## src/rtl/dht11_frame_decoder_if.sv

```systemverilog
// Link between the frame decoder (master) and the DHT11 bus driver (slave):
// start/enable controls out, frame and status flags back.
interface dht11_frame_decoder_if;
  logic        drv_en;
  logic        drv_rst;
  logic [39:0] drv_data;
  logic        drv_wait;
  logic        drv_error;

  modport master (
    output drv_en,
    output drv_rst,
    input  drv_data,
    input  drv_wait,
    input  drv_error
  );

  modport slave (
    input  drv_en,
    input  drv_rst,
    output drv_data,
    output drv_wait,
    output drv_error
  );
endinterface

```

## src/rtl/dht11_frame_decoder.sv

```systemverilog
// Sequences DHT11 driver measurements, validates the frame checksum and retries on failure.
// Optional periodic auto-start enabled by defining DHT11_AUTO_POLL_EN.
module dht11_frame_decoder #(
  parameter int unsigned RST_CYCLES      = 4,
  parameter int unsigned ARM_TIMEOUT     = 1000,
  parameter int unsigned WATCHDOG_CYCLES = 5000000,
  parameter int unsigned RETRY_GAP       = 50000000,
  parameter int unsigned MAX_RETRIES     = 2
`ifdef DHT11_AUTO_POLL_EN
  ,
  parameter int unsigned POLL_CYCLES     = 100000000
`endif
) (
  input  logic                          clk,
  input  logic                          rst,
  input  logic                          req,
  dht11_frame_decoder_if.master         drv,
  output logic                          busy,
  output logic                          valid,
  output logic [1:0]                    status,
  output logic [7:0]                    hum_int,
  output logic [7:0]                    hum_dec,
  output logic [7:0]                    temp_int,
  output logic [7:0]                    temp_dec,
  output logic [1:0]                    attempts
);

  localparam int unsigned Max1 = (WATCHDOG_CYCLES > RETRY_GAP) ? WATCHDOG_CYCLES : RETRY_GAP;
  localparam int unsigned Max2 = (Max1 > ARM_TIMEOUT) ? Max1 : ARM_TIMEOUT;
  localparam int unsigned Max3 = (Max2 > RST_CYCLES) ? Max2 : RST_CYCLES;
`ifdef DHT11_AUTO_POLL_EN
  localparam int unsigned CntMax = (Max3 > POLL_CYCLES) ? Max3 : POLL_CYCLES;
`else
  localparam int unsigned CntMax = Max3;
`endif
  localparam int unsigned CntW   = $clog2(CntMax + 1);
  localparam int unsigned RetryW = (MAX_RETRIES > 0) ? $clog2(MAX_RETRIES + 1) : 1;

  localparam logic [1:0] StatOk      = 2'b00;
  localparam logic [1:0] StatDrvErr  = 2'b01;
  localparam logic [1:0] StatCks     = 2'b10;
  localparam logic [1:0] StatTimeout = 2'b11;

  typedef enum logic [2:0] {
    StIdle,
    StRstPulse,
    StArm,
    StBusy,
    StCheck,
    StGap,
    StReport
  } state_e;

  state_e            state_q, state_d;
  logic [CntW-1:0]   cnt_q, cnt_d;
  logic [RetryW-1:0] retry_q, retry_d;
  logic              err_q, err_d;
  logic [1:0]        status_q, status_d;
  logic [1:0]        attempts_q, attempts_d;
  logic [7:0]        hum_int_q, hum_int_d, hum_dec_q, hum_dec_d;
  logic [7:0]        temp_int_q, temp_int_d, temp_dec_q, temp_dec_d;

  logic [39:0] frame_r;
  logic [7:0]  sum;
  logic [31:0] retry_ext;
  logic [1:0]  attempts_now;
  logic        fail;
  logic [1:0]  fail_code;
  logic        poll_hit;
  logic        start;

  // drv_data[0] is the first wire bit, i.e. the MSB of the first byte.
  always_comb begin
    frame_r = '0;
    for (int k = 0; k < 40; k++) begin
      frame_r[39-k] = drv.drv_data[k];
    end
  end

  assign sum          = frame_r[39:32] + frame_r[31:24] + frame_r[23:16] + frame_r[15:8];
  assign retry_ext    = 32'(retry_q);
  assign attempts_now = (retry_ext >= 32'd2) ? 2'd3 : (retry_ext[1:0] + 2'd1);

`ifdef DHT11_AUTO_POLL_EN
  logic [CntW-1:0] poll_q, poll_d;

  assign poll_hit = (state_q == StIdle) && (poll_q == CntW'(POLL_CYCLES - 1));

  // Poll timer only advances while idle; any start or non-idle state clears it.
  always_comb begin
    poll_d = '0;
    if (state_q == StIdle && !start) begin
      poll_d = poll_q + 1'b1;
    end
  end

  always_ff @(posedge clk) begin
    if (rst) begin
      poll_q <= '0;
    end else begin
      poll_q <= poll_d;
    end
  end
`else
  assign poll_hit = 1'b0;
`endif

  assign start = (state_q == StIdle) && (req || poll_hit);

  always_comb begin
    state_d    = state_q;
    cnt_d      = cnt_q;
    retry_d    = retry_q;
    err_d      = err_q;
    status_d   = status_q;
    attempts_d = attempts_q;
    hum_int_d  = hum_int_q;
    hum_dec_d  = hum_dec_q;
    temp_int_d = temp_int_q;
    temp_dec_d = temp_dec_q;
    drv.drv_en  = 1'b0;
    drv.drv_rst = 1'b0;
    fail       = 1'b0;
    fail_code  = StatOk;

    unique case (state_q)
      StIdle: begin
        if (start) begin
          retry_d = '0;
          cnt_d   = '0;
          state_d = StRstPulse;
        end
      end
      StRstPulse: begin
        drv.drv_en  = 1'b1;
        drv.drv_rst = 1'b1;
        err_d       = 1'b0;
        if (cnt_q == CntW'(RST_CYCLES - 1)) begin
          cnt_d   = '0;
          state_d = StArm;
        end else begin
          cnt_d = cnt_q + 1'b1;
        end
      end
      StArm: begin
        drv.drv_en = 1'b1;
        if (drv.drv_wait) begin
          cnt_d   = '0;
          state_d = StBusy;
        end else if (cnt_q == CntW'(ARM_TIMEOUT - 1)) begin
          fail      = 1'b1;
          fail_code = StatTimeout;
        end else begin
          cnt_d = cnt_q + 1'b1;
        end
      end
      StBusy: begin
        drv.drv_en = 1'b1;
        // Driver drops error before wait on its error path, so latch it here.
        if (drv.drv_error) begin
          err_d = 1'b1;
        end
        if (!drv.drv_wait) begin
          state_d = StCheck;
        end else if (cnt_q == CntW'(WATCHDOG_CYCLES - 1)) begin
          fail      = 1'b1;
          fail_code = StatTimeout;
        end else begin
          cnt_d = cnt_q + 1'b1;
        end
      end
      StCheck: begin
        drv.drv_en = 1'b1;
        if (err_q) begin
          fail      = 1'b1;
          fail_code = StatDrvErr;
        end else if (sum != frame_r[7:0]) begin
          fail      = 1'b1;
          fail_code = StatCks;
        end else begin
          hum_int_d  = frame_r[39:32];
          hum_dec_d  = frame_r[31:24];
          temp_int_d = frame_r[23:16];
          temp_dec_d = frame_r[15:8];
          status_d   = StatOk;
          attempts_d = attempts_now;
          state_d    = StReport;
        end
      end
      StGap: begin
        if (cnt_q == CntW'(RETRY_GAP - 1)) begin
          cnt_d   = '0;
          state_d = StRstPulse;
        end else begin
          cnt_d = cnt_q + 1'b1;
        end
      end
      StReport: begin
        state_d = StIdle;
      end
      default: begin
        state_d = StIdle;
      end
    endcase

    if (fail) begin
      if (retry_q < RetryW'(MAX_RETRIES)) begin
        retry_d = retry_q + 1'b1;
        cnt_d   = '0;
        state_d = StGap;
      end else begin
        status_d   = fail_code;
        attempts_d = attempts_now;
        state_d    = StReport;
      end
    end
  end

  always_ff @(posedge clk) begin
    if (rst) begin
      state_q    <= StIdle;
      cnt_q      <= '0;
      retry_q    <= '0;
      err_q      <= 1'b0;
      status_q   <= 2'b00;
      attempts_q <= 2'b00;
      hum_int_q  <= 8'h00;
      hum_dec_q  <= 8'h00;
      temp_int_q <= 8'h00;
      temp_dec_q <= 8'h00;
    end else begin
      state_q    <= state_d;
      cnt_q      <= cnt_d;
      retry_q    <= retry_d;
      err_q      <= err_d;
      status_q   <= status_d;
      attempts_q <= attempts_d;
      hum_int_q  <= hum_int_d;
      hum_dec_q  <= hum_dec_d;
      temp_int_q <= temp_int_d;
      temp_dec_q <= temp_dec_d;
    end
  end

  assign busy     = (state_q != StIdle);
  assign valid    = (state_q == StReport);
  assign status   = status_q;
  assign attempts = attempts_q;
  assign hum_int  = hum_int_q;
  assign hum_dec  = hum_dec_q;
  assign temp_int = temp_int_q;
  assign temp_dec = temp_dec_q;

endmodule

```

## src/flat_wrapper.sv

```systemverilog
// flat-port wrapper written by rule: the top's interface ports become plain ports
module dht11_frame_decoder_flat 
#(
  parameter int unsigned RST_CYCLES      = 4,
  parameter int unsigned ARM_TIMEOUT     = 1000,
  parameter int unsigned WATCHDOG_CYCLES = 5000000,
  parameter int unsigned RETRY_GAP       = 50000000,
  parameter int unsigned MAX_RETRIES     = 2

)
  (clk, rst, req, busy, valid, status, hum_int, hum_dec, temp_int, temp_dec, attempts, drv_drv_en, drv_drv_rst, drv_drv_data, drv_drv_wait, drv_drv_error);
  dht11_frame_decoder_if drv_i ();
  input  logic clk;
  input  logic rst;
  input  logic req;
  output logic busy;
  output logic valid;
  output logic [1:0] status;
  output logic [7:0] hum_int;
  output logic [7:0] hum_dec;
  output logic [7:0] temp_int;
  output logic [7:0] temp_dec;
  output logic [1:0] attempts;
  output wire logic [$bits(drv_i.drv_en)-1:0] drv_drv_en;
  output wire logic [$bits(drv_i.drv_rst)-1:0] drv_drv_rst;
  input wire logic [$bits(drv_i.drv_data)-1:0] drv_drv_data;
  input wire logic [$bits(drv_i.drv_wait)-1:0] drv_drv_wait;
  input wire logic [$bits(drv_i.drv_error)-1:0] drv_drv_error;
  assign drv_drv_en = drv_i.drv_en;
  assign drv_drv_rst = drv_i.drv_rst;
  assign drv_i.drv_data = drv_drv_data;
  assign drv_i.drv_wait = drv_drv_wait;
  assign drv_i.drv_error = drv_drv_error;
  dht11_frame_decoder #(.RST_CYCLES(RST_CYCLES), .ARM_TIMEOUT(ARM_TIMEOUT), .WATCHDOG_CYCLES(WATCHDOG_CYCLES), .RETRY_GAP(RETRY_GAP), .MAX_RETRIES(MAX_RETRIES)) u_core (.clk(clk), .rst(rst), .req(req), .drv(drv_i), .busy(busy), .valid(valid), .status(status), .hum_int(hum_int), .hum_dec(hum_dec), .temp_int(temp_int), .temp_dec(temp_dec), .attempts(attempts));
endmodule
```

## config.mk

```make
export PLATFORM = sky130hd
export DESIGN_NAME = dht11_frame_decoder_flat
export DESIGN_NICKNAME = d
export VERILOG_FILES = /design/src/rtl/dht11_frame_decoder_if.sv /design/src/rtl/dht11_frame_decoder.sv /design/src/flat_wrapper.sv
export SDC_FILE = /design/constraint.sdc
export NUM_CORES = 1
export LEC_CHECK = 0
export CAP_MARGIN = 20
export CORE_MARGIN = 4
export CORE_UTILIZATION = 50
export CTS_CLUSTER_SIZE = 8
export DETAILED_ROUTE_END_ITERATION = 7
export GPL_TIMING_DRIVEN = 0
export HOLD_SLACK_MARGIN = 0.1
export PLACE_DENSITY = 0.83
export SKIP_LAST_GASP = 1
export SLEW_MARGIN = 15
export SYNTH_ARGS = -nofsm -noshare
export SYNTH_HDL_FRONTEND = slang
export SYNTH_SLANG_ARGS = --single-unit
```

## constraint.sdc

```tcl
create_clock -name clk -period 8.4 [get_ports clk]
set_input_delay 1.68 -clock clk [delete_from_list [all_inputs] [get_ports clk]]
set_output_delay 1.68 -clock clk [all_outputs]
set_load 0.05 [all_outputs]
```

==> results.toml <==
[hold_path]
hold_class = "reg2reg"
hold_depth = 2
hold_end = "u_core.attempts[1]"
holdCritStartpoint = "u_core.attempts[1]"

[layout]
area_delta_synth_final_pct = 27.48
drive_above_1_share_pct = 5.728
final_nets = 673
multiInputGateArea_um2 = 2675
utilization_pct = 65.92
fin_area_um2 = 5444
fillCellCount = 707
antenna_cells = 0
seqCellArea_um2 = 1361

[clocking]
ctsLongestPathBuffers = 2
cts_hold_buf = 0
htreeDepth = 3
numCtsBuffers = 9
cts_root_buffer = "clkbuf_8"
clock_sinks = 68
clkTransAtPathRegs_ns = 0.08
clock_latency_ns = 0.35
cts_tree = "built"
cts_resized = 0
postCtsSetupRepairBufs = 0

[power]
power_density_nw_per_um2 = 147.7
finalPower_mw = 0.8039
leakage_nw = 1.869
ir_worst_vdd_mv = 0.1131

[yosys]
syn-num-nets = 579
postSynthCellCount = 512
syn_avg_cell_area_um2 = 8.341
synth_xor_xnor_area_share_pct = 3.897
synth_area_um2 = 4270
synth_top_flop_cell = "dfxtp_1"
synthAdderAreaFrac_pct = 8.907
yosys.area_share.simple_pct = 24.73
synth-compound-area-share_pct = 16.88
synth_top_area_cell = "dfxtp_1"
synth-seq-cells = 68
synth_top_family_by_area = "simple AND/OR/NAND/NOR gates"
synth_edf_count = 0
synthArstFlopShare_pct = 0
synthMuxAreaShare_pct = 8.233
yosysWarnings = 0
ys_seq_area_share_pct = 31.88
yosysTopAreaCellShare_pct = 31.88
synthTopCellsByArea = "dfxtp_1 32%, mux2i_1 8.0%, fa_1 6.6%, nor2_1 5.3%, nand3_1 2.9%"
synth_cell_types = 63

[timing]
skew_ns = 0.003857
maxSlewViolCount = 0
period_needed_ns = 5.784
max_freq_mhz = 172.9
finalHoldViolations = 0
slew_headroom_pct = 40.09
tightest_slew_ns = 0.8945
setup_viol = 0
rsz0062_at_grt = "no"
timing.final.crit_share_pct = 68.85
setup_tns_ns = 0

[place]
gp_congestion = 0.9629
port_buffers = 83
placement.cell_area_um2 = 5233
hpwl_mm = 10.11

[setup_path]
setup.worst_path.start_class = "input port"
cp_top_family = "adder cells"
critPathBufInv = 5
critPathCaptureType = "flip-flop"
worstReg2RegEnd = "u_core.cnt_q[1]"
worstPathArrival_ns = 6.01
critical_path.max_stage_delay_ns = 0.55
cp_common_cell = "fa_1"
ff2ff_setup_slack_ns = 4.32
critPathKind = "in2reg"
rr_worst_depth = 10
rr_startpoint = "u_core.cnt_q[0]"
critPathMaxFanout = 10
required_ns = 8.63
crit_slowest_cell = "fa_1"
crit_chain = "clkdlybuf4s50_1, fa_1, inv_1, fa_1, inv_1, ha_1, fa_1, xor2_1, nor4_1, nand3_1, nor4b_1, clkbuf_1, buf_2, mux2i_1, nor2_1"
cp-startpoint = "drv_drv_data[6]"

[drt]
antenna_left = 0
first_iter_violations = 406
wl_mm = 13.42
drcViolationCount = 0
dr_total_vias = 4457
wire_per_inst_um = 18.74
first_pass_iters = 5
vias_per_cell = 6.225

[global_route]
grt_overflow_total = 0
antenna_found_initial = 0
use_met2_pct = 43.37
grt_max_degree = 13
grt_pass1_wl_mm = 21.55
grt-busiest-layer = "met2"
grt_use_total_pct = 26.80
grt_pass1_vias = 4297
grtUsageMet3_pct = 4.864
grt.met1_usage_pct = 35.29

[floorplan]
dieArea_um2 = 10080
io_pins = 85
die_w_um = 100.4
coreArea_um2 = 8258
start_util_pct = 51.71
fp.dieH_um = 100.4
rows = 33

[outcome]
status = "complete, no violations"

[job]
maxCapViolCount = 0
==> power by group <==
part	switching, mW	internal, mW
combinational	0.107	0.0825
clock	0.134	0.154
sequential	0.00265	0.324
==> registers in the layout, indices dropped and copies added (netlist names) <==
| register | flops |
|---|---|
| u_core.hum_int | 8 |
| u_core.retry_q | 2 |
| u_core.temp_dec | 8 |
| u_core.status | 2 |
| u_core.cnt_q | 26 |
| u_core.err_q | 1 |
| u_core.hum_dec | 8 |
| u_core.temp_int | 8 |
| u_core.attempts | 2 |
| u_core.state_q | 3 |
==> cell families after synthesis <==
logic type / count (synthesis)
compound gates: 104
xor+xnor: 19
fa+ha+maj: 22
buf+inv: 59
flops: 68
mux: 35
simple gates: 205
==> tightest hold or removal path: cells and delay by family, from the launching register on <==
kind	cells	cell delay, ns
flip-flops	1	0.33
buffers and inverters	1	0.05
AO/OA/AOI/OAI	1	0.06
==> Yosys cell counts (4+ instances only) <==
master	number
a211oi_1	12
xnor2_1	11
nand4_1	8
ha_1	8
nor2_1	60
o211ai_1	4
and2_1	6
dfxtp_1	68
xor2_1	8
o21ai_0	15
nand3_1	25
nand2_1	33
clkbuf_1	28
inv_1	23
nor4_1	16
fa_1	14
or3_1	5
a31oi_1	14
nand3b_1	4
nor3_1	16
mux2i_1	34
and3_1	5
buf_2	4
a22oi_1	6
a21oi_1	23
==> placed cells by master (no fill, tap or decap), types with 4 or more instances in the layout <==
cell type         n
a31oi_1          14
nand3_1          25
and3_1            5
inv_1            23
nand3b_1          4
xnor2_1          11
fa_1             14
clkdlybuf4s50_1  83
nor2_1           60
nand4_1           8
nor4_1           16
nor3_1           16
clkbuf_8         11
o211ai_1          4
and2_1            6
mux2i_1          34
o21ai_0          15
or3_1             5
clkbuf_1         28
a211oi_1         12
a21oi_1          23
a22oi_1           6
ha_1              8
xor2_1            8
dfxtp_1          68
buf_2             4
nand2_1          33
==> worst max-delay path by stage <==
stage	depth (start not counted)	slack [ns]	to
6_report	15	2.62	u_core.hum_dec[3]
5_1_grt	15	2.29	u_core.hum_int[1]
4_1_cts	15	2.62	u_core.hum_dec[3]
3_5_place_dp	15	2.29	u_core.hum_dec[5]
3_3_place_gp	15	2.41	u_core.hum_dec[7]
2_1_floorplan	14	3.28	u_core.hum_dec[0]
==> stage by stage <==
stage	setup WS [ns]	cells	hold WS, ns
4_1_cts	2.623	716	0.4884
6_report	2.616	716	0.4899
2_1_floorplan	3.285	512	0.4656
3_3_place_gp	2.409	700	0.4724
3_5_place_dp	2.294	700	0.4773
5_1_grt	2.288	716	0.5110
==> final cells by class <==
class                   instances  area share, %
plain buffers                  35          2.643
clock buffers                  11          2.781
clock inverters                 5          1.103
inverters                      24          1.655
multi-input cells             385          49.14
flip-flops and latches         68          25.01
well taps                     105          2.413
repair buffers                 83          15.26
==> metal layers <==
metal	routed length [um]	share of wire [%]	up-vias
met4	412	3.1	0
met1	5472	41	2133
met3	1119	8.3	42
met2	6412	48	228
li1	-	-	2054
met5	0	0	-
(Power assumes the default switching activity.)
